File: src/rtl/mips_pkg.sv
// Shared definitions for the MIPS front end.
//   RESET_PC     first fetch byte address after reset
//   INSTR_BYTES  byte stride between sequential instructions
//   NOP          instruction word presented to decode during bubbles
//   PC_WIDTH     architectural program-counter width
//   pc_sel_e     next-PC source selector used by fetch_pc_reg
//   is_misaligned  flags a byte address that is not word aligned
package mips_pkg;

    localparam int          PC_WIDTH    = 32;
    localparam logic [31:0] RESET_PC    = 32'h0000_31B0;
    localparam int          INSTR_BYTES = 4;
    localparam logic [31:0] NOP         = 32'd0;

    typedef enum logic [1:0] {
        PC_SEL_RUN      = 2'd0,
        PC_SEL_HOLD     = 2'd1,
        PC_SEL_REDIRECT = 2'd2
    } pc_sel_e;

    function automatic logic is_misaligned(input logic [1:0] byte_offset);
        return (byte_offset != 2'b00);
    endfunction

endpackage

File: src/rtl/instruction_fetch_unit_if.sv
// Bus bundle between the fetch unit, its instruction memory and decode.
//   imem_addr/imem_data      synchronous-read instruction memory port
//   stall/redirect/redirect_pc  control from decode / branch resolution
//   if_instr/if_pc/if_valid  fetched instruction presented to decode
//   fetch_count/misalign_err status
// master = fetch unit side, slave = environment (memory + decode) side.
interface instruction_fetch_unit_if #(
    parameter int DATA_WIDTH = 32,
    parameter int ADDR_WIDTH = 10,
    parameter int PC_WIDTH   = 32
);
    logic [ADDR_WIDTH-1:0] imem_addr;
    logic [DATA_WIDTH-1:0] imem_data;
    logic                  stall;
    logic                  redirect;
    logic [PC_WIDTH-1:0]   redirect_pc;
    logic [DATA_WIDTH-1:0] if_instr;
    logic [PC_WIDTH-1:0]   if_pc;
    logic                  if_valid;
    logic [31:0]           fetch_count;
    logic                  misalign_err;

    modport master (
        output imem_addr, if_instr, if_pc, if_valid, fetch_count, misalign_err,
        input  imem_data, stall, redirect, redirect_pc
    );

    modport slave (
        input  imem_addr, if_instr, if_pc, if_valid, fetch_count, misalign_err,
        output imem_data, stall, redirect, redirect_pc
    );
endinterface

File: src/rtl/instruction_fetch_unit_pc_reg.sv
// fetch_pc_reg: program counter plus the address/valid of the fetch in flight.
//   clk, rst        clock, synchronous active-high reset
//   stall           hold everything
//   redirect        load redirect target, squash the in-flight fetch
//   redirect_word   redirect target with the byte offset already dropped
//   pc_addr         low bits of pc (next fetch address into memory)
//   pc_d1, v_d1     address and valid of the fetch whose data memory returns now
module fetch_pc_reg #(
    parameter int                  PC_WIDTH   = 32,
    parameter int                  ADDR_WIDTH = 10,
    parameter logic [PC_WIDTH-1:0] RESET_PC   = mips_pkg::RESET_PC
) (
    input  logic                  clk,
    input  logic                  rst,
    input  logic                  stall,
    input  logic                  redirect,
    input  logic [PC_WIDTH-3:0]   redirect_word,
    output logic [ADDR_WIDTH-1:0] pc_addr,
    output logic [PC_WIDTH-1:0]   pc_d1,
    output logic                  v_d1
);
    import mips_pkg::*;

    localparam logic [PC_WIDTH-1:0] PC_STEP = PC_WIDTH'(INSTR_BYTES);

    pc_sel_e             pc_sel_s;
    logic [PC_WIDTH-1:0] pc_d,    pc_q;
    logic [PC_WIDTH-1:0] pc_d1_d, pc_d1_q;
    logic                v_d1_d,  v_d1_q;

    // Next-PC source: redirect beats stall, stall beats sequential run.
    always_comb begin
        pc_sel_s = PC_SEL_RUN;
        if (redirect) begin
            pc_sel_s = PC_SEL_REDIRECT;
        end else if (stall) begin
            pc_sel_s = PC_SEL_HOLD;
        end else begin
            pc_sel_s = PC_SEL_RUN;
        end
    end

    // Next-state values for pc and the in-flight slot.
    always_comb begin
        pc_d    = pc_q;
        pc_d1_d = pc_d1_q;
        v_d1_d  = v_d1_q;
        case (pc_sel_s)
            PC_SEL_RUN: begin
                pc_d    = pc_q + PC_STEP;
                pc_d1_d = pc_q;
                v_d1_d  = 1'b1;
            end
            PC_SEL_HOLD: begin
                pc_d    = pc_q;
                pc_d1_d = pc_d1_q;
                v_d1_d  = v_d1_q;
            end
            PC_SEL_REDIRECT: begin
                // Target is forced word aligned; the fetch in flight is squashed.
                pc_d    = {redirect_word, 2'b00};
                pc_d1_d = pc_d1_q;
                v_d1_d  = 1'b0;
            end
            default: begin
                pc_d    = pc_q;
                pc_d1_d = pc_d1_q;
                v_d1_d  = 1'b0;
            end
        endcase
    end

    // State registers with synchronous reset.
    always_ff @(posedge clk) begin
        if (rst) begin
            pc_q    <= RESET_PC;
            pc_d1_q <= {PC_WIDTH{1'b0}};
            v_d1_q  <= 1'b0;
        end else begin
            pc_q    <= pc_d;
            pc_d1_q <= pc_d1_d;
            v_d1_q  <= v_d1_d;
        end
    end

    assign pc_addr = pc_q[ADDR_WIDTH-1:0];
    assign pc_d1   = pc_d1_q;
    assign v_d1    = v_d1_q;

endmodule

File: src/rtl/instruction_fetch_unit.sv
// instruction_fetch_unit: MIPS front end in front of a synchronous-read
// instruction memory. Drives the memory address, realigns the 1-cycle read
// data with the PC that fetched it, and handles stall / redirect / bubbles.
//   clk, rst   clock, synchronous active-high reset
//   bus        instruction_fetch_unit_if master: imem_addr/imem_data,
//              stall, redirect, redirect_pc, if_instr/if_pc/if_valid,
//              fetch_count (accepted instructions), misalign_err (sticky)
module instruction_fetch_unit #(
    parameter int                  DATA_WIDTH = 32,
    parameter int                  ADDR_WIDTH = 10,
    parameter int                  PC_WIDTH   = 32,
    parameter logic [PC_WIDTH-1:0] RESET_PC   = mips_pkg::RESET_PC
) (
    input  logic                      clk,
    input  logic                      rst,
    instruction_fetch_unit_if.master  bus
);
    import mips_pkg::*;

    logic [ADDR_WIDTH-1:0] pc_addr_s;
    logic [PC_WIDTH-1:0]   pc_d1_s;
    logic                  v_d1_s;
    logic [31:0]           fetch_count_d, fetch_count_q;
    logic                  misalign_err_d, misalign_err_q;

    fetch_pc_reg #(
        .PC_WIDTH   (PC_WIDTH),
        .ADDR_WIDTH (ADDR_WIDTH),
        .RESET_PC   (RESET_PC)
    ) u_pc_reg (
        .clk           (clk),
        .rst           (rst),
        .stall         (bus.stall),
        .redirect      (bus.redirect),
        .redirect_word (bus.redirect_pc[PC_WIDTH-1:2]),
        .pc_addr       (pc_addr_s),
        .pc_d1         (pc_d1_s),
        .v_d1          (v_d1_s)
    );

    // Memory address: while stalled re-read the displayed instruction so the
    // registered memory output keeps presenting it.
    always_comb begin
        if (bus.stall && !bus.redirect) begin
            bus.imem_addr = pc_d1_s[ADDR_WIDTH-1:0];
        end else begin
            bus.imem_addr = pc_addr_s;
        end
    end

    // Decode-side outputs; NOP whenever the slot is a bubble.
    always_comb begin
        if (v_d1_s) begin
            bus.if_instr = bus.imem_data;
        end else begin
            bus.if_instr = DATA_WIDTH'(NOP);
        end
    end

    assign bus.if_pc    = pc_d1_s;
    assign bus.if_valid = v_d1_s;

    // Status next-state: count accepted instructions, latch misaligned redirects.
    always_comb begin
        fetch_count_d  = fetch_count_q;
        misalign_err_d = misalign_err_q;
        if (v_d1_s && !bus.stall && !bus.redirect) begin
            fetch_count_d = fetch_count_q + 32'd1;
        end else begin
            fetch_count_d = fetch_count_q;
        end
        if (bus.redirect && is_misaligned(bus.redirect_pc[1:0])) begin
            misalign_err_d = 1'b1;
        end else begin
            misalign_err_d = misalign_err_q;
        end
    end

    // Status registers with synchronous reset.
    always_ff @(posedge clk) begin
        if (rst) begin
            fetch_count_q  <= 32'd0;
            misalign_err_q <= 1'b0;
        end else begin
            fetch_count_q  <= fetch_count_d;
            misalign_err_q <= misalign_err_d;
        end
    end

    assign bus.fetch_count  = fetch_count_q;
    assign bus.misalign_err = misalign_err_q;

endmodule

File: src/flat_wrapper.sv
// flat-port wrapper written by rule: the top's interface ports become plain ports
module instruction_fetch_unit_flat import mips_pkg::*;
#(
    parameter int                  DATA_WIDTH = 32,
    parameter int                  ADDR_WIDTH = 10,
    parameter int                  PC_WIDTH   = 32,
    parameter logic [PC_WIDTH-1:0] RESET_PC   = mips_pkg::RESET_PC
)
  (clk, rst, bus_imem_addr, bus_if_instr, bus_if_pc, bus_if_valid, bus_fetch_count, bus_misalign_err, bus_imem_data, bus_stall, bus_redirect, bus_redirect_pc);
  instruction_fetch_unit_if #(.DATA_WIDTH(DATA_WIDTH), .ADDR_WIDTH(ADDR_WIDTH), .PC_WIDTH(PC_WIDTH)) bus_i ();
  input  logic clk;
  input  logic rst;
  output wire logic [$bits(bus_i.imem_addr)-1:0] bus_imem_addr;
  output wire logic [$bits(bus_i.if_instr)-1:0] bus_if_instr;
  output wire logic [$bits(bus_i.if_pc)-1:0] bus_if_pc;
  output wire logic [$bits(bus_i.if_valid)-1:0] bus_if_valid;
  output wire logic [$bits(bus_i.fetch_count)-1:0] bus_fetch_count;
  output wire logic [$bits(bus_i.misalign_err)-1:0] bus_misalign_err;
  input wire logic [$bits(bus_i.imem_data)-1:0] bus_imem_data;
  input wire logic [$bits(bus_i.stall)-1:0] bus_stall;
  input wire logic [$bits(bus_i.redirect)-1:0] bus_redirect;
  input wire logic [$bits(bus_i.redirect_pc)-1:0] bus_redirect_pc;
  assign bus_imem_addr = bus_i.imem_addr;
  assign bus_if_instr = bus_i.if_instr;
  assign bus_if_pc = bus_i.if_pc;
  assign bus_if_valid = bus_i.if_valid;
  assign bus_fetch_count = bus_i.fetch_count;
  assign bus_misalign_err = bus_i.misalign_err;
  assign bus_i.imem_data = bus_imem_data;
  assign bus_i.stall = bus_stall;
  assign bus_i.redirect = bus_redirect;
  assign bus_i.redirect_pc = bus_redirect_pc;
  instruction_fetch_unit #(.DATA_WIDTH(DATA_WIDTH), .ADDR_WIDTH(ADDR_WIDTH), .PC_WIDTH(PC_WIDTH), .RESET_PC(RESET_PC)) u_core (.clk(clk), .rst(rst), .bus(bus_i));
endmodule
File: config.mk
export PLATFORM = sky130hd
export DESIGN_NAME = instruction_fetch_unit_flat
export DESIGN_NICKNAME = d
export VERILOG_FILES = /design/src/rtl/mips_pkg.sv /design/src/rtl/instruction_fetch_unit_if.sv /design/src/rtl/instruction_fetch_unit_pc_reg.sv /design/src/rtl/instruction_fetch_unit.sv /design/src/flat_wrapper.sv
export SDC_FILE = /design/constraint.sdc
export NUM_CORES = 1
export LEC_CHECK = 0
export CORE_UTILIZATION = 49
export DETAILED_ROUTE_END_ITERATION = 6
export GPL_ROUTABILITY_DRIVEN = 0
export PLACE_DENSITY = 0.86
export SETUP_SLACK_MARGIN = 0.4
export SYNTH_ARGS = -nofsm -noshare
export SYNTH_HDL_FRONTEND = slang
export SYNTH_HIERARCHICAL = 1
export SYNTH_SLANG_ARGS = --single-unit
File: constraint.sdc
create_clock -name clk -period 5.15 [get_ports clk]
set_input_delay 1.03 -clock clk [delete_from_list [all_inputs] [get_ports clk]]
set_output_delay 1.03 -clock clk [all_outputs]
set_load 0.005 [all_outputs]
Yosys cells after proc, flatten, opt, wreduce, memory -nomap -nowiden
Cells that the tools add are included.
Widths: inputs -> output; s select.

operators by class
  add/subtract/negate cells = 2
  multipliers = 0
  div/mod/pow operators = 0
  $lt $le $gt $ge = 0
  equality and inequality tests = 2
  shift-type cells = 0
  muxes and demuxes = 6
  bitwise operators = 0
  reduce and logical (&&, ||, !) cells = 9

operators by type and width
  kind                   number
  $pmux 32 s2            1
  $add 32x1->32 const B  1
  $add 32x3->32 const B  1
  $mux 32                1
  $mux 10                1
  $logic_and 1x1->1      4
  $reduce_bool 2->1      2
  $eq 2x1->1 const B     1
  $eq 2x2->1 const B     1
  $logic_not 1->1        2
  $logic_not 2->1        1
  $mux 2                 1
  $pmux 1 s2             1
  $mux 1                 1

storage, ports and cells
  flip-flop bits (word level) = 98
  bits in latches = 0
  RAM bits = 0
  ROM bits = 0
  input bits = 68
  output and inout bits = 108
  memories kept = 0

Depth between registers and ports, before layout
Gate-level depths: netlist of run 1.

  depth in word-level cells = 4
  mapped depth = 7
  gate-level depth less buffers = 5

Modules after synthesis
Netlist of run 1, hierarchy kept.

modules (own cells, without submodules)
  module                  instances  cells each  area each (µm²)
  fetch_pc_reg            1          357         2916.5
  instruction_fetch_unit  1          227         1913.1

Worst setup path before layout of run 1
No wires, ideal clock.

  kind = input port to output port
  from = in bus_redirect
  to = out bus_imem_addr[2]
  arrival = 1.816 ns
  required time = 4.120 ns
  setup slack = 2.304 ns
  cell stages on the path = 3
  path through = nand2b_1 > clkbuf_1 > mux2_2

on the way
  longest elaborated chain between the ends = 3

ends and longest elaborated chain
  element            RTL line                      source
  from (decl)        flat_wrapper.sv:21            input wire logic [$bits(bus_i.redirect)-1:0] bus_redirect;
  $logic_not 1->1    instruction_fetch_unit.sv:44  if (bus.stall && !bus.redirect) begin
  $logic_and 1x1->1  instruction_fetch_unit.sv:44
  $mux 10            instruction_fetch_unit.sv:44
  to (decl)          flat_wrapper.sv:13            output wire logic [$bits(bus_i.imem_addr)-1:0] bus_imem_addr;

Every way passes these cells.

Worst setup path after layout of run 1
  from = in bus_redirect
  to = out bus_imem_addr[8]

Same word-level chain as after synthesis.

==> out/results.txt, run 1 <==
CP most frequent cell -> clkdlybuf4s50_1
pin count of the biggest net entering global routing -> 53
final period utilization -> 79.6%
ys async rst share -> 0%
Hold WC Path Type -> reg -> reg
first-pass GRT wire length -> 22.4 mm
critical path arrival -> 3.07 ns
share of cells above drive strength 1 -> 6.19%
post-DR vias/cell -> 5.80
wire per inst -> 16.4 um
Post-DP HPWL -> 9.90 mm
die area -> 10300 sq um
n_diodes -> 0
register bit count reported by yosys -> 94
area delta synth->final -> 38.1%
clock-pin slew on the worst setup and hold paths -> 0.10 ns
Die Ht -> 101 um
Hold Fails Final Rpt -> 0
Lkg Pwr -> 2.21 nW
CP Cell Sequence -> clkdlybuf4s50_1 -> buf_4 -> nand2b_1 -> mux2_2 -> clkdlybuf4s50_1
synth unique cells -> 58
Setup-failing EPs final -> 0
residual DRC count -> 0
crit path kind -> in -> out
Synth top area share -> 39.0%
Skew-Pair Late Insertion Delay -> 0.36 ns
Filler cells -> 738
GR Util All Layers -> 27.2%
Longest Clk Path Bufs -> 2
Crit. Startpoint -> bus_redirect
antenna violations before repair -> 0
largest cells by area after synthesis -> dfxtp_1 39%, nand2_1 6.9%, a21oi_1 5.9%
setup bufs post-CTS -> 0
Crit. End Element -> output pin
CP max stage cell -> clkdlybuf4s50_1
fmax -> 0.244 GHz
IO Port Bufs -> 171
YS warnings -> 6
Root Driver -> clkbuf_8
outcome -> complete, no violations
Post-synth EDFFs -> 0
clk_skew -> 0.0169 ns
FP Rows -> 35
vias -> 4966
Synth Flop Type -> dfxtp_1
min cycle time layout -> 4.10 ns
Synth Instances -> 584
pre-CTS setup slack -> 1.05 ns
commonest cells in the synthesized netlist -> 94 x dfxtp_1, 89 x nand2_1, 57 x a21oi_1, 34 x nor2_1, 30 x and2_1
Setup TNS Final -> 0 ns
CTS tree -> done
VDD IR-drop max -> 196 uV
final core utilization -> 70.9%
Post-CTS Hold Fix Bufs -> 0
pwr dens -> 224 nW/um^2
I/O pins -> 176
WP data required -> 4.12 ns
core area -> 9420 sq um
min-delay src -> u_core/bus.misalign_err
Worst Setup Start Kind -> primary input
Seq/Total Area, Yosys -> 39.0%
worst r2r src -> u_core/u_pc_reg/v_d1
grt ovf -> 0
vias in the first global route -> 4668
Overall Power -> 0.00150 W
H-tree lvl count -> 3
cell taking the most area after synthesis -> dfxtp_1
final layout net count -> 792
post-route ant nets -> 0
final WL -> 14.1 mm
post-route setup slack -> 1.05 ns
most common cell in the netlist -> dfxtp_1
Iter 0 DRT Violations -> 238
maxcap violations -> 0
CTS buffer count -> 9
peak fanout along the critical path -> 25
Rel. slew slack -> 17.5%
initial core utilization -> 51.3%
clk sinks -> 94
RSZ-0062 raised after global routing -> false
Avg Inst Size Synth -> 8.27 sq um
die width -> 101 um
crit-path max cell delay -> 0.46 ns
Tightest Pin Transition -> 1.24 ns
post-cts resize count -> 0
First-pass DRT Iterations -> 4
pins over their slew limit -> 0
Synth Cell Area -> 4830 sq um
## power by group
group	leakage [nW]	switching, W	internal [W]
Clock	0.103	0.000259	0.000253
Combinational	1.34	0.0000811	0.000118
Sequential	0.767	0.0000322	0.000752
Total	2.21	0.000373	0.00112
## worst max-delay path: cells and delay by family
| family | cells | cell delay [ns] |
|---|---|---|
| buffers and inverters | 3 | 1.21 |
| AND/OR/NAND/NOR | 1 | 0.43 |
| multiplexers | 1 | 0.39 |
## layout make-up
| cell class | instances | area [sq um] | share of cell area [%] |
|---|---|---|---|
| Inverter | 7 | 26.3 | 0.394 |
| Timing Repair Buffer | 174 | 1730 | 25.9 |
| Multi-Input combinational cell | 436 | 2660 | 39.9 |
| Clock inverter | 4 | 55.1 | 0.825 |
| Tap cell | 129 | 161 | 2.42 |
| Clock buffer | 12 | 155 | 2.33 |
| Sequential cell | 94 | 1880 | 28.2 |
## cell usage in the layout, fill, tap and decap left out, types with 2 or more instances in the layout
cell type,count
nand4_4,2
o311ai_0,2
inv_1,6
clkinv_4,2
nor2_1,33
nand3_1,19
o211ai_1,3
and3_1,5
buf_4,3
mux2_2,10
xnor2_1,10
o31ai_1,25
and4_1,6
or4b_1,2
a311oi_1,12
o21ai_0,10
a31oi_1,6
a211oi_1,3
nand4bb_1,2
a21oi_1,57
nor3_1,5
clkdlybuf4s50_1,170
nand4b_1,2
and2_2,4
or3_1,9
dfxtp_1,94
clkbuf_8,11
ha_1,2
nand2b_1,4
nand4_1,15
or2_2,3
and2_1,30
conb_1,4
nor4_1,2
mux2i_1,3
nand2_1,89
xor2_1,11
or4_1,29
## registers in the layout, summed over array words and instances, names as in the netlist
register	cells
u_core/u_pc_reg/pc_q	30
u_core/bus.fetch_count	32
u_core/bus.misalign_err	1
u_core/u_pc_reg/v_d1	1
u_core/u_pc_reg/pc_d1	30
## through the flow
step | hold slack, ns | area [sq um] | std cells
2_1_floorplan | 0.440 | 4840 | 587
3_3_place_gp | 0.435 | 6460 | 840
3_5_place_dp | 0.450 | 6460 | 840
4_1_cts | 0.465 | 6670 | 856
5_1_grt | 0.472 | 6670 | 856
6_report | 0.462 | 6670 | 856
## final timing paths
path                           endpoint  slack (ns)  cells after the start
max                    bus_imem_addr[8]        1.05                      5
min             u_core/bus.misalign_err        0.46                      2
max reg2reg  u_core/bus.fetch_count[31]        2.27                      4
min reg2reg     u_core/bus.misalign_err        0.46                      2
## kinds of logic (layout without fill, tap and decap cells)
kind of cell	Yosys count	count (layout)	synth area share [%]
adder cells (fa/ha/maj)	2	2	0.518
other	1	4	0.0776
flip-flops	94	94	39.0
multiplexers	13	13	2.95
AO/OA/AOI/OAI	123	123	15.9
AND/OR/NAND/NOR	273	273	31.6
XOR/XNOR	21	21	3.81
buffers and inverters	57	197	6.19
## routing by layer
layer,track usage (%),part of all wire [%]
met1,32.8,42
met2,49.2,50
met3,5.52,6.3
met4,7.13,1.5
met5,0,0
No activity file was read; power rests on OpenSTA's default activity.
==> run 2: changes to the inputs <==
--- a/config.mk
+++ b/config.mk
@@ -5,10 +5,10 @@
 export SDC_FILE = /design/constraint.sdc
 export NUM_CORES = 1
 export LEC_CHECK = 0
-export CORE_UTILIZATION = 49
+export CORE_UTILIZATION = 41
 export DETAILED_ROUTE_END_ITERATION = 6
 export GPL_ROUTABILITY_DRIVEN = 0
-export PLACE_DENSITY = 0.86
+export PLACE_DENSITY = 0.77
 export SETUP_SLACK_MARGIN = 0.4
 export SYNTH_ARGS = -nofsm -noshare
 export SYNTH_HDL_FRONTEND = slang
==> constraint.sdc (replaced) <==
create_clock -name clk -period 3.7 [get_ports clk]
set_input_delay 0.74 -clock clk [delete_from_list [all_inputs] [get_ports clk]]
set_output_delay 0.74 -clock clk [all_outputs]
set_load 0.005 [all_outputs]
==> run 2 against run 1 <==
Compared with the run above: via count grew 0.54%; sequential cell count did not move; die area grew 19%.
==> out/results.txt, run 2 (same netlist as run 1, synthesis figures left out) <==
I/O pins -> 176 (unchanged)
Skew-Pair Late Insertion Delay -> 0.35 ns (was 0.36 ns)
pre-CTS setup slack -> 0.346 ns (was 1.05 ns)
most common library cell in the layout ignoring fill and taps -> clkdlybuf4s50_1 (unchanged)
initial core utilization -> 42.1% (was 51.3%)
GR Util All Layers -> 23.2% (was 27.2%)
Tightest Pin Transition -> 0.957 ns (was 1.24 ns)
maxcap violations -> 0 (unchanged)
Root Driver -> clkbuf_16 (was clkbuf_8)
Overall Power -> 0.00239 W (was 0.00150 W)
grt met3 use -> 5.16% (was 5.52%)
first-pass GRT wire length -> 23.5 mm (was 22.4 mm)
Crit. End Element -> output pin (unchanged)
IO Port Bufs -> 171 (unchanged)
share of cells above drive strength 1 -> 7.22% (was 6.19%)
Filler cells -> 1023 (was 738)
wire per inst -> 16.3 um (was 16.4 um)
gr busiest metal -> met2 (unchanged)
FP Rows -> 39 (was 35)
antenna violations before repair -> 0 (unchanged)
Die Ht -> 111 um (was 101 um)
worst r2r src -> u_core/u_pc_reg/v_d1 (unchanged)
post-DR vias/cell -> 5.69 (was 5.80)
Rel. slew slack -> 36.2% (was 17.5%)
Lkg Pwr -> 2.30 nW (was 2.21 nW)
CTS buffer count -> 9 (unchanged)
RSZ-0062 raised after global routing -> false (unchanged)
n_diodes -> 0 (unchanged)
most frequent cells in the layout -> 170 x clkdlybuf4s50_1, 94 x dfxtp_1, 89 x nand2_1 (unchanged)
clock-pin slew on the worst setup and hold paths -> 0.07 ns (was 0.10 ns)
Post-DP HPWL -> 10.1 mm (was 9.90 mm)
WP data required -> 2.96 ns (was 4.12 ns)
vias in the first global route -> 4822 (was 4668)
Longest Clk Path Bufs -> 2 (unchanged)
Setup TNS Final -> 0 ns (unchanged)
core area -> 11500 sq um (was 9420 sq um)
Post-CTS Hold Fix Bufs -> 0 (unchanged)
max reg flops -> 32 (unchanged)
CP most frequent cell -> clkdlybuf4s50_1 (unchanged)
post-route ant nets -> 0 (unchanged)
clk sinks -> 94 (unchanged)
crit path kind -> in -> out (unchanged)
Setup-failing EPs final -> 0 (unchanged)
cell family with most CP delay -> buffers and inverters (unchanged)
Iter 0 DRT Violations -> 304 (was 238)
Hold Fails Final Rpt -> 0 (unchanged)
Buf/Inv on CP -> 2 (was 3)
met2 Usage GRT -> 39.2% (was 49.2%)
outcome -> complete, no violations (unchanged)
die area -> 12200 sq um (was 10300 sq um)
final period utilization -> 86.6%
Worst Setup Start Kind -> primary input (unchanged)
Crit. Startpoint -> bus_redirect (unchanged)
pwr dens -> 348 nW/um^2 (was 224 nW/um^2)
Hold WC Path Type -> reg -> reg (unchanged)
CTS tree -> done (unchanged)
First-pass DRT Iterations -> 5 (was 4)
final WL -> 14.3 mm (was 14.1 mm)
CP max stage cell -> clkdlybuf4s50_1 (unchanged)
CP Cell Sequence -> clkdlybuf4s50_1 -> nand2b_2 -> mux2_2 -> clkdlybuf4s50_1 (was clkdlybuf4s50_1 -> buf_4 -> nand2b_1 -> mux2_2 -> clkdlybuf4s50_1)
pins over their slew limit -> 0 (unchanged)
min-delay src -> u_core/bus.misalign_err (unchanged)
critical path arrival -> 2.47 ns (was 3.07 ns)
H-tree lvl count -> 3 (unchanged)
final layout net count -> 799 (was 792)
clk_skew -> 0.00830 ns (was 0.0169 ns)
die width -> 111 um (was 101 um)
residual DRC count -> 0 (unchanged)
fmax -> 0.312 GHz
peak fanout along the critical path -> 10 (was 25)
pin count of the biggest net entering global routing -> 50 (was 53)
post-route setup slack -> 0.495 ns (was 1.05 ns)
min cycle time layout -> 3.21 ns
crit-path max cell delay -> 0.57 ns (was 0.46 ns)
area delta synth->final -> 42.0% (was 38.1%)
vias -> 4993 (was 4966)
R2R setup slack -> 1.22 ns (was 2.27 ns)
VDD IR-drop max -> 273 uV (was 196 uV)
grt met1 use -> 29.7% (was 32.8%)
grt ovf -> 0 (unchanged)
[run 2: changes by cell type in the layout (fill, tap and decap cells not counted)]
cell        change
clkbuf_8       -10
nand2b_1        -1
clkbuf_16       +9
clkinv_2        +1
buf_4           +7
nand2b_2        +1
bufinv_16       +1
clkinvlp_4      -1
[run 2: worst register-to-register path: cells and delay by family (launching register included)]
| kind | cells | cell delay (ns) |
|---|---|---|
| and+or+nand+nor | 3 | 1.70 |
| buffers and inverters | 1 | 0.27 |
| AOI/OAI and AO/OA | 1 | 0.15 |
| DFF | 1 | 0.31 |
[run 2: what timing repair did]
item / CTS / global route
resized for setup: 1 / 0
endpoints found under the setup margin: 8 / 0
setup buffers: 0 / 0
[run 2: path summary, 6_finish.rpt]
path	end	depth (start not counted)
max	bus_imem_addr[9]	4
min	u_core/bus.misalign_err	2
max reg2reg	u_core/bus.fetch_count[31]	5
min reg2reg	u_core/bus.misalign_err	2
[run 2: through the flow]
stage	area, sq um	util [%]	hold WS (ns)	instances
2_1_floorplan	4840	-	0.440	587
3_3_place_gp	6530	57.0	0.436	861
3_5_place_dp	6530	57.0	0.447	861
4_1_cts	6860	59.8	0.456	877
5_1_grt	6860	59.8	0.474	877
6_report	6860	59.8	0.448	877
[run 2: routing by layer]
metal	wire length (um)	vias to the layer above
li1	-	2384
met1	6160	2387
met2	7120	208
met3	879	14
met4	136	0
met5	0	-
[run 2: power by group]
| part | total [W] | leakage, nW | switching, W | internal [W] |
|---|---|---|---|---|
| sequential | 0.00109 | 0.767 | 0.0000399 | 0.00105 |
| clock | 0.00101 | 0.160 | 0.000402 | 0.000612 |
| combinational | 0.000286 | 1.38 | 0.000118 | 0.000168 |
[run 2: final cells by class]
type	instances	area, sq um	area share [%]
Clock inverter	5	82.6	1.20
Tap cell	143	179	2.61
Sequential cell	94	1880	27.4
Inverter	7	26.3	0.383
Clock buffer	11	243	3.54
Timing Repair Buffer	181	1780	26.0
Multi-Input combinational cell	436	2670	38.9
==> run 3: changes to the inputs <==
--- a/config.mk
+++ b/config.mk
@@ -5,6 +5,7 @@
 export SDC_FILE = /design/constraint.sdc
 export NUM_CORES = 1
 export LEC_CHECK = 0
+export CORE_MARGIN = 2
 export CORE_UTILIZATION = 41
 export DETAILED_ROUTE_END_ITERATION = 6
 export GPL_ROUTABILITY_DRIVEN = 0
==> run 3 against run 2 <==
Compared with the run above: core utilization down 0.14 points; largest power group unchanged; via count fell by 1.5%; critical path type unchanged; critical path depth unchanged; largest cell class unchanged; die area grew 3.7%; count of clock-buffer cells in the layout unchanged.
==> out/results.txt, run 3 (same netlist as run 1, synthesis figures left out) <==
Int Pwr -> 0.00178 W (was 0.00183 W)
CP most frequent cell -> clkdlybuf4s50_1 (unchanged)
most frequent cells in the layout -> 170 x clkdlybuf4s50_1, 94 x dfxtp_1, 89 x nand2_1 (unchanged)
Die Ht -> 113 um (was 111 um)
vias -> 4919 (was 4993)
setup bufs post-CTS -> 0 (unchanged)
Tightest Pin Transition -> 0.904 ns (was 0.957 ns)
Crit. End Element -> output pin (unchanged)
pin count of the biggest net entering global routing -> 50 (unchanged)
Setup-failing EPs final -> 0 (unchanged)
final period utilization -> 82.8% (was 86.6%)
Hold Fails Final Rpt -> 0 (unchanged)
Post-CTS Hold Fix Bufs -> 0 (unchanged)
fmax -> 0.326 GHz (was 0.312 GHz)
vias in the first global route -> 4517 (was 4822)
First-pass DRT Iterations -> 4 (was 5)
final layout net count -> 798 (was 799)
Hold WC Path Type -> reg -> reg (unchanged)
Gate power share -> 12.1% (was 12.0%)
Seq pwr share -> 46.6% (was 45.5%)
VDD IR-drop max -> 235 uV (was 273 uV)
Iter 0 DRT Violations -> 435 (was 304)
residual DRC count -> 0 (unchanged)
worst r2r src -> u_core/u_pc_reg/v_d1 (unchanged)
post-cts resize count -> 0 (was 1)
Clock Power Share -> 41.3% (was 42.5%)
outcome -> complete, no violations (unchanged)
hold depth -> 2 (unchanged)
Worst Hold End -> u_core/bus.misalign_err (unchanged)
min cycle time layout -> 3.06 ns (was 3.21 ns)
first-pass GRT wire length -> 22.3 mm (was 23.5 mm)
Filler cells -> 1011 (was 1023)
final instance area -> 6840 sq um (was 6860 sq um)
die width -> 113 um (was 111 um)
worst r2r dst -> u_core/bus.fetch_count[31] (unchanged)
CP Cell Sequence -> clkdlybuf4s50_1 -> nand2b_2 -> mux2_2 -> clkdlybuf4s50_1 (unchanged)
Hold Slack -> 0.451 ns (was 0.448 ns)
Cells after DPL -> 860 (was 861)
area delta synth->final -> 41.7% (was 42.0%)
CTS buffer count -> 9 (unchanged)
Post-DP HPWL -> 10.1 mm (about the same)
pins over their slew limit -> 0 (unchanged)
RSZ-0062 raised after global routing -> false (unchanged)
critical path arrival -> 2.32 ns (was 2.47 ns)
die area -> 12700 sq um (was 12200 sq um)
final std cells w/o fill -> 876 (was 877)
wire per inst -> 15.8 um (was 16.3 um)
min-delay src -> u_core/bus.misalign_err (unchanged)
CP max stage cell -> clkdlybuf4s50_1 (unchanged)
most common library cell in the layout ignoring fill and taps -> clkdlybuf4s50_1 (unchanged)
Skew-Pair Late Insertion Delay -> 0.33 ns (was 0.35 ns)
maxcap violations -> 0 (unchanged)
Rel. slew slack -> 39.7% (was 36.2%)
crit-path max cell delay -> 0.47 ns (was 0.57 ns)
share of cells above drive strength 1 -> 7.23% (was 7.22%)
core area -> 11500 sq um (unchanged)
clock-pin slew on the worst setup and hold paths -> 0.07 ns (about the same)
post-route ant nets -> 0 (unchanged)
sw power -> 0.000552 W (was 0.000560 W)
grt ovf -> 0 (unchanged)
Sw Ratio -> 23.7% (was 23.5%)
final WL -> 13.8 mm (was 14.3 mm)
n_diodes -> 0 (unchanged)
max reg flops -> 32 (unchanged)
R2R setup slack -> 1.27 ns (was 1.22 ns)
DP Area -> 6520 sq um (was 6530 sq um)
peak fanout along the critical path -> 10 (unchanged)
GR Util All Layers -> 21.1% (was 23.2%)
R2R depth -> 5 (unchanged)
clk_skew -> 0.0108 ns (was 0.00830 ns)
Root Driver -> clkbuf_16 (unchanged)
I/O pins -> 176 (unchanged)
IO Port Bufs -> 171 (unchanged)
post-DR vias/cell -> 5.62 (was 5.69)
antenna violations before repair -> 0 (unchanged)
crit path kind -> in -> out (unchanged)
initial core utilization -> 42.1% (unchanged)
Worst Setup Start Kind -> primary input (unchanged)
FP Rows -> 39 (unchanged)
pwr dens -> 341 nW/um^2 (was 348 nW/um^2)
Longest Clk Path Bufs -> 2 (unchanged)
H-tree lvl count -> 3 (unchanged)
clk sinks -> 94 (unchanged)
WP data required -> 2.96 ns (about the same)
Lkg Pwr -> 2.29 nW (was 2.30 nW)
Setup TNS Final -> 0 ns (unchanged)
CTS tree -> done (unchanged)
run 3: changes by cell type in the layout (fill, tap and decap cells not counted), sizes merged:
cell	before	now
buf	11	10
bufinv	2	1
inv	6	8
clkinv	4	2
clkinvlp	0	1
run 3: area by class of cell:
cell class	count	area (sq um)	share of cell area, %
Inverter	7	26.3	0.384
Timing Repair Buffer	180	1770	25.9
Multi-Input combinational cell	436	2670	38.9
Tap cell	143	179	2.61
Clock buffer	11	253	3.69
Sequential cell	94	1880	27.5
Clock inverter	5	63.8	0.933
run 3: critical path, delay by kind of cell:
family,cells,cell delay [ns]
mux,1,0.37
buf+inv,2,0.92
simple gates,1,0.29
run 3: power groups by stage:
stage	logic (W)	registers [W]	clock network, W
2_1_floorplan	0.000133	0.00110	0
3_3_place_gp	0.000277	0.00111	0
3_5_place_dp	0.000282	0.00111	0
4_1_cts	0.000284	0.00109	0.000983
5_1_grt	0.000307	0.00109	0.00102
6_report	0.000283	0.00109	0.000964
run 3: through the flow:
step | setup WS, ns | utilization [%] | power, W
2_1_floorplan | 1.25 | - | 0.00123
3_3_place_gp | 0.445 | 56.9 | 0.00138
3_5_place_dp | 0.437 | 56.9 | 0.00139
4_1_cts | 0.427 | 59.7 | 0.00235
5_1_grt | 0.564 | 59.7 | 0.00242
6_report | 0.637 | 59.7 | 0.00233
run 3: how the worst max path moves through the flow:
| stage | startpoint | end | depth (start not counted) |
|---|---|---|---|
| after global routing | bus_redirect | bus_imem_addr[2] | 4 |
| after floorplan | bus_redirect | u_core/bus.fetch_count[31] | 5 |
| after CTS | bus_redirect | bus_imem_addr[2] | 4 |
| after global placement | bus_redirect | bus_imem_addr[4] | 4 |
| after detailed placement | bus_redirect | bus_imem_addr[2] | 4 |
| final | bus_redirect | bus_imem_addr[9] | 4 |
run 3: layer usage:
layer | wire length, um | global-route usage [%]
met1 | 6000 | 28.4
met2 | 6760 | 34.4
met3 | 932 | 4.21
met4 | 106 | 6.42
met5 | 0 | 0
==> RTL change 1: new RTL, flow settings as in run 3 <==
`DATA_WIDTH` is set to 32 in 3 places; all go to 48.
--- a/src/rtl/instruction_fetch_unit_if.sv
+++ b/src/rtl/instruction_fetch_unit_if.sv
@@ -5,7 +5,7 @@
 //   fetch_count/misalign_err status
 // master = fetch unit side, slave = environment (memory + decode) side.
 interface instruction_fetch_unit_if #(
-    parameter int DATA_WIDTH = 32,
+    parameter int DATA_WIDTH = 48,
     parameter int ADDR_WIDTH = 10,
     parameter int PC_WIDTH   = 32
 );
--- a/src/rtl/instruction_fetch_unit.sv
+++ b/src/rtl/instruction_fetch_unit.sv
@@ -6,7 +6,7 @@
 //              stall, redirect, redirect_pc, if_instr/if_pc/if_valid,
 //              fetch_count (accepted instructions), misalign_err (sticky)
 module instruction_fetch_unit #(
-    parameter int                  DATA_WIDTH = 32,
+    parameter int                  DATA_WIDTH = 48,
     parameter int                  ADDR_WIDTH = 10,
     parameter int                  PC_WIDTH   = 32,
     parameter logic [PC_WIDTH-1:0] RESET_PC   = mips_pkg::RESET_PC
--- a/src/flat_wrapper.sv
+++ b/src/flat_wrapper.sv
@@ -1,7 +1,7 @@
 // flat-port wrapper written by rule: the top's interface ports become plain ports
 module instruction_fetch_unit_flat import mips_pkg::*;
 #(
-    parameter int                  DATA_WIDTH = 32,
+    parameter int                  DATA_WIDTH = 48,
     parameter int                  ADDR_WIDTH = 10,
     parameter int                  PC_WIDTH   = 32,
     parameter logic [PC_WIDTH-1:0] RESET_PC   = mips_pkg::RESET_PC
Ports: changed (resized bus_if_instr and bus_imem_data); port bits go from 176 to 208. The function was not compared with the original's and may differ.
==> RTL change 1 against run 3 <==
Sequential cell count is the same. Final area up 6.2%. Setup slack got worse by 0.085 ns. First-iteration DRC count rose by 6.2%. Total power decreased by 1.6%. Clock power decreased by 8.1%. Synthesized area is 2.8% higher. Wire length increased by 14%. Largest power group unchanged.
==> RTL change 1: results (changes against run 3) <==
The run finished with clean final reports. The initial DRC count was 462 (was 435); the average footprint of a synthesized cell was 8.23 um2 (was 8.27 um2). The tools report the routing usage on met2 as 0.395 (was 0.344). The launching instance or port of the critical path was bus_stall (was bus_redirect). For the standard cell area after detailed placement, the log shows 6980 um2 (was 6520 um2). The wire length of the first global-routing pass is 25,400 um (was 22,300 um), and the post-detailed-routing wire length is 15,700 um (was 13,800 um). The count of distinct cell types in the synthesized netlist is 62 (was 58), and the adder-cell area share of the yosys netlist is 0.00504 (was 0.00518). The compound-gate portion of the synthesized area works out to 0.153 (was 0.159). The routing usage on met3 is 0.0489 (was 0.0421). The run gives 5 (was 4) as the total iterations of the first detailed-routing run. The type of the most critical hold path was register to register (unchanged). The run gives 1090 um (was 932 um) as the detailed-routed wire length on met3.

For the total clock network power, the log shows 0.886 mW (was 0.964 mW). The depth of the worst register-to-register path was 5 (unchanged); the longest individual stage delay on the worst path was 0.49 ns (was 0.47 ns). The met1 routing resource usage after global routing was 0.322 (was 0.284).

Leading post-synthesis cells by cell area: dfxtp_1 (38%), nand2_1 (6.6%), and2_1 (6.2%) (was dfxtp_1 (39%), nand2_1 (6.9%), a21oi_1 (5.9%)). The total instance count after detailed placement is 914 (was 860), and the worst setup skew after layout is 0.0105 ns (was 0.0108 ns). The xor and xnor area share after synthesis was 0.0353 (was 0.0381); the count of buffers from port buffering was 203 (was 171). At the later pin of the worst-skew pair, clock insertion delay measures 0.34 ns.

Placed wire-length estimate: 11,500 um (was 10,100 um). The maximum number of pins on one net before global-route repair is 55 (was 50). The remaining max-slew budget at the tightest pin was 0.574 (was 0.397). The total via count after detailed routing is 5,171 (was 4,919), and the internal power consumption is 1.72 mW (was 1.78 mW). The sequential share of power was 0.474 (was 0.466); the number of global-route vias before repair was 4,975 (was 4,517). The tools report the arrival time of data at the critical path endpoint as 2.41 ns (was 2.32 ns).

Leading post-synthesis cells by instance count: dfxtp_1 (94), nand2_1 (87), a21oi_1 (56) (was dfxtp_1 (94), nand2_1 (89), a21oi_1 (57)). The share of synthesized area spent on multiplexers is 0.0310 (was 0.0295), and the leakage power total is 2.48 nW (was 2.29 nW). The via density per instance is 5.56 (was 5.62), and the maximum resistive drop on vdd is 0.196 mV (was 0.235 mV).

The tools report the share of synthesized area occupied by flip-flops and latches as 0.379 (was 0.390). The timing endpoint of the critical path was bus_imem_addr[5] (was bus_imem_addr[9]).
==> RTL change 1: layout make-up <==
| class | count | area (um2) |
|---|---|---|
| Clock buffer | 10 | 239 |
| Clock inverter | 6 | 45.0 |
| Fill cell | 1047 | 4640 |
| Inverter | 7 | 26.3 |
| Multi-Input combinational cell | 455 | 2810 |
| Sequential cell | 94 | 1880 |
| Tap cell | 147 | 184 |
| Timing Repair Buffer | 211 | 2090 |
==> RTL change 1: metrics by stage <==
step / hold WS (ns) / setup slack, ns / power [mW] / utilization
final: 0.454 / 0.552 / 2.30 / 0.610
after global routing: 0.474 / 0.491 / 2.39 / 0.610
after CTS: 0.457 / 0.546 / 2.31 / 0.610
after detailed placement: 0.447 / 0.551 / 1.43 / 0.586
after global placement: 0.437 / 0.561 / 1.42 / 0.586
after floorplan: 0.440 / 1.38 / 1.24 / -
==> RTL change 2: new RTL, flow settings as in run 3 <==
Made on the original files. Reset style: asynchronous (`rst`), changed in 2 clocked blocks. Comments in the files are not updated.
--- a/src/rtl/instruction_fetch_unit_pc_reg.sv
+++ b/src/rtl/instruction_fetch_unit_pc_reg.sv
@@ -71,7 +71,7 @@
     end
 
     // State registers with synchronous reset.
-    always_ff @(posedge clk) begin
+    always_ff @(posedge clk or posedge rst) begin
         if (rst) begin
             pc_q    <= RESET_PC;
             pc_d1_q <= {PC_WIDTH{1'b0}};
--- a/src/rtl/instruction_fetch_unit.sv
+++ b/src/rtl/instruction_fetch_unit.sv
@@ -77,7 +77,7 @@
     end
 
     // Status registers with synchronous reset.
-    always_ff @(posedge clk) begin
+    always_ff @(posedge clk or posedge rst) begin
         if (rst) begin
             fetch_count_q  <= 32'd0;
             misalign_err_q <= 1'b0;
Formal check against the unedited RTL: differs if rst is asserted again (counterexample within 4 cycles, from zero or initial values and one cycle with rst high); with rst held inactive, the same outputs for 10 cycles.
==> RTL change 2 against run 3 <==
Final area grew 1.5%. Wire length shrank 6.4%. Hold slack gained 0.024 ns. Total power grew 19%. Utilization grew 0.37 points. Sequential share of layout area grew 6.5 points. Register-to-register slack gained 0.07 ns. Combinational power grew 100%. Synthesized area grew 1.6%. Fmax shrank 0.84%. Synthesized cell count shrank 21%. Cell count shrank 13%. Sequential cell count is the same. Setup slack lost 0.026 ns. Critical endpoint is now bus_imem_addr[3]. Largest cell class is now sequential cells. Largest power group unchanged. Highest routed layer unchanged.
==> RTL change 2: results (changes against run 3) <==
The logs give 4,189 (was 4,919) for the total via count after detailed routing and 3 (unchanged) for the total number of H-tree levels. The tools report the number of global-route vias before repair as 4,124 (was 4,517). The run gives 0.00717 ns (was 0.0108 ns) as the worst setup skew after layout. The initial DRC count was 288 (was 435).

Leading post-synthesis cells by instance count: dfrtp_1 (88), mux2_2 (41), and2_1 (37) (was dfxtp_1 (94), nand2_1 (89), a21oi_1 (57)). The tools report the final-stage net count as 685 (was 798). The biggest fanout along the worst timing path is 10 (unchanged), and the number of setup buffers added after CTS is 0 (unchanged).

The master of the slowest instance on the critical path is clkdlybuf4s50_1 (unchanged). The met1 routing resource usage after global routing was 0.267 (was 0.284); the post-detailed-routing wire length was 12,900 um (was 13,800 um). The leakage power total is 2.72 nW (was 2.29 nW). The run finished with clean final reports.

Leading post-synthesis cells by cell area: dfrtp_1 (45%), mux2_2 (9.4%), xnor2_1 (5.9%) (was dfxtp_1 (39%), nand2_1 (6.9%), a21oi_1 (5.9%)). The tools report the routing usage on met3 as 0.0367 (was 0.0421). For the clock latency on the worst-skew pair, the log shows 0.34 ns. The tools report the routing usage on met2 as 0.326 (was 0.344). The total iterations of the first detailed-routing run is 5 (was 4), and the fraction of layout cells with a size suffix above 1 is 0.135 (was 0.0723). The type of the most critical hold path was register to register (unchanged).

The count of distinct cell types in the synthesized netlist is 49 (was 58). The wire length of the first global-routing pass is 20,800 um (was 22,300 um), and the total clock buffers created by CTS is 9 (unchanged). The share of synthesized registers carrying an async set or reset is 1.00 (was 0), and the number of flip-flops under the largest register name is 32 (unchanged). The predominant post-synthesis flop cell is dfrtp_1 (was dfxtp_1).

For the aggregate global-route resource usage, the log shows 0.203 (was 0.211). Count of buffers from port buffering: 171 (unchanged). The number of filler cells placed in the layout was 968 (was 1,011); the longest individual stage delay on the worst path was 0.50 ns (was 0.47 ns). The logs give 2 (unchanged) for the clock tree buffer depth and 0 (unchanged) for the initial antenna violation count. The share of synthesized area occupied by flip-flops and latches came out at 0.481 (was 0.390). The clock transition time at the flip-flop clock pins of the worst setup and hold paths is 0.07 ns (about the same). The clock tree root driver cell is clkbuf_16 (unchanged).

The logs give 9460 um (was 10,100 um) for the placed wire-length estimate and 2.35 ns (was 2.32 ns) for the arrival time of data at the critical path endpoint. The actual transition at the worst max-transition pin was 0.807 ns (was 0.904 ns). The tools report the antenna diode count as 0 (unchanged). Maximum resistive drop on vdd: 0.213 mV (was 0.235 mV). The maximum number of pins on one net before global-route repair is 38 (was 50). The number of hold-slack violations in the final timing report came out at 0 (unchanged).

For the warning count from the yosys run, the log shows 6 (unchanged). The switching fraction of total power is 0.246 (was 0.237).
==> RTL change 2: cell type report <==
cell class              count  area [um2]  share of cell area
clock buffers              15         268              0.0386
clock inverters             1        30.0             0.00432
flip-flops and latches     94        2360               0.340
well taps                 143         179              0.0258
multi-input cells         325        2320               0.334
repair buffers            178        1760               0.254
inverters                   7        26.3             0.00378
==> RTL change 2: what timing repair did <==
action                     CTS  global route
setup endpoints to repair    0             8
hold buffers                 0             0
gates resized for setup      0             1
==> RTL change 2: power groups by stage <==
| stage | registers (mW) | logic, mW | clock network, mW |
|---|---|---|---|
| 2_1_floorplan | 1.26 | 0.233 | 0 |
| 3_3_place_gp | 1.28 | 0.559 | 0 |
| 3_5_place_dp | 1.29 | 0.569 | 0 |
| 4_1_cts | 1.27 | 0.574 | 0.954 |
| 5_1_grt | 1.29 | 0.614 | 0.997 |
| 6_report | 1.27 | 0.566 | 0.931 |
==> RTL change 2: final timing paths <==
path,end,cells past startpoint,start,slack [ns]
hold reg to reg,u_core/bus.fetch_count[31],1,u_core/bus.fetch_count[31],0.48
hold / removal,u_core/bus.fetch_count[31],1,u_core/bus.fetch_count[31],0.48
setup reg to reg,u_core/bus.fetch_count[30],4,u_core/u_pc_reg/v_d1,1.34
setup / recovery,bus_imem_addr[3],4,bus_redirect,0.61
max in group asynchronous,u_core/u_pc_reg/pc_q[5],3,rst,2.23
min in group asynchronous,u_core/u_pc_reg/pc_d1[13],2,rst,0.77
==> RTL change 2: critical path, delay by kind of cell <==
family,cells,cell delay (ns)
buf+inv,2,0.95
mux,1,0.37
simple gates,1,0.29
==> RTL change 2: routing by layer <==
metal / wire (um) / vias up
li1: - / 1953
met1: 5670 / 2043
met2: 6180 / 159
met3: 677 / 34
met4: 390 / 0
met5: 0 / -
==> RTL change 2: cells by family (layout without fill, tap and decap cells) <==
logic type      after synthesis  in the layout  share of synthesized area
mux                          42             42                     0.0962
buf+inv                      44            201                     0.0492
other cells                   1              4                   0.000765
compound gates               50             50                     0.0663
simple gates                186            186                      0.228
flops                        94             94                      0.481
fa+ha+maj                     2              2                    0.00510
xor+xnor                     41             41                     0.0732
==> RTL change 2: through the flow <==
stage | cells | worst slack [ns] | hold slack, ns | cell area [um2]
floorplan | 463 | 1.39 | 0.459 | 4920
global placement | 747 | 0.448 | 0.453 | 6640
detailed placement | 747 | 0.431 | 0.468 | 6640
CTS | 763 | 0.423 | 0.482 | 6940
global route | 763 | 0.548 | 0.485 | 6940
finish | 763 | 0.611 | 0.475 | 6940
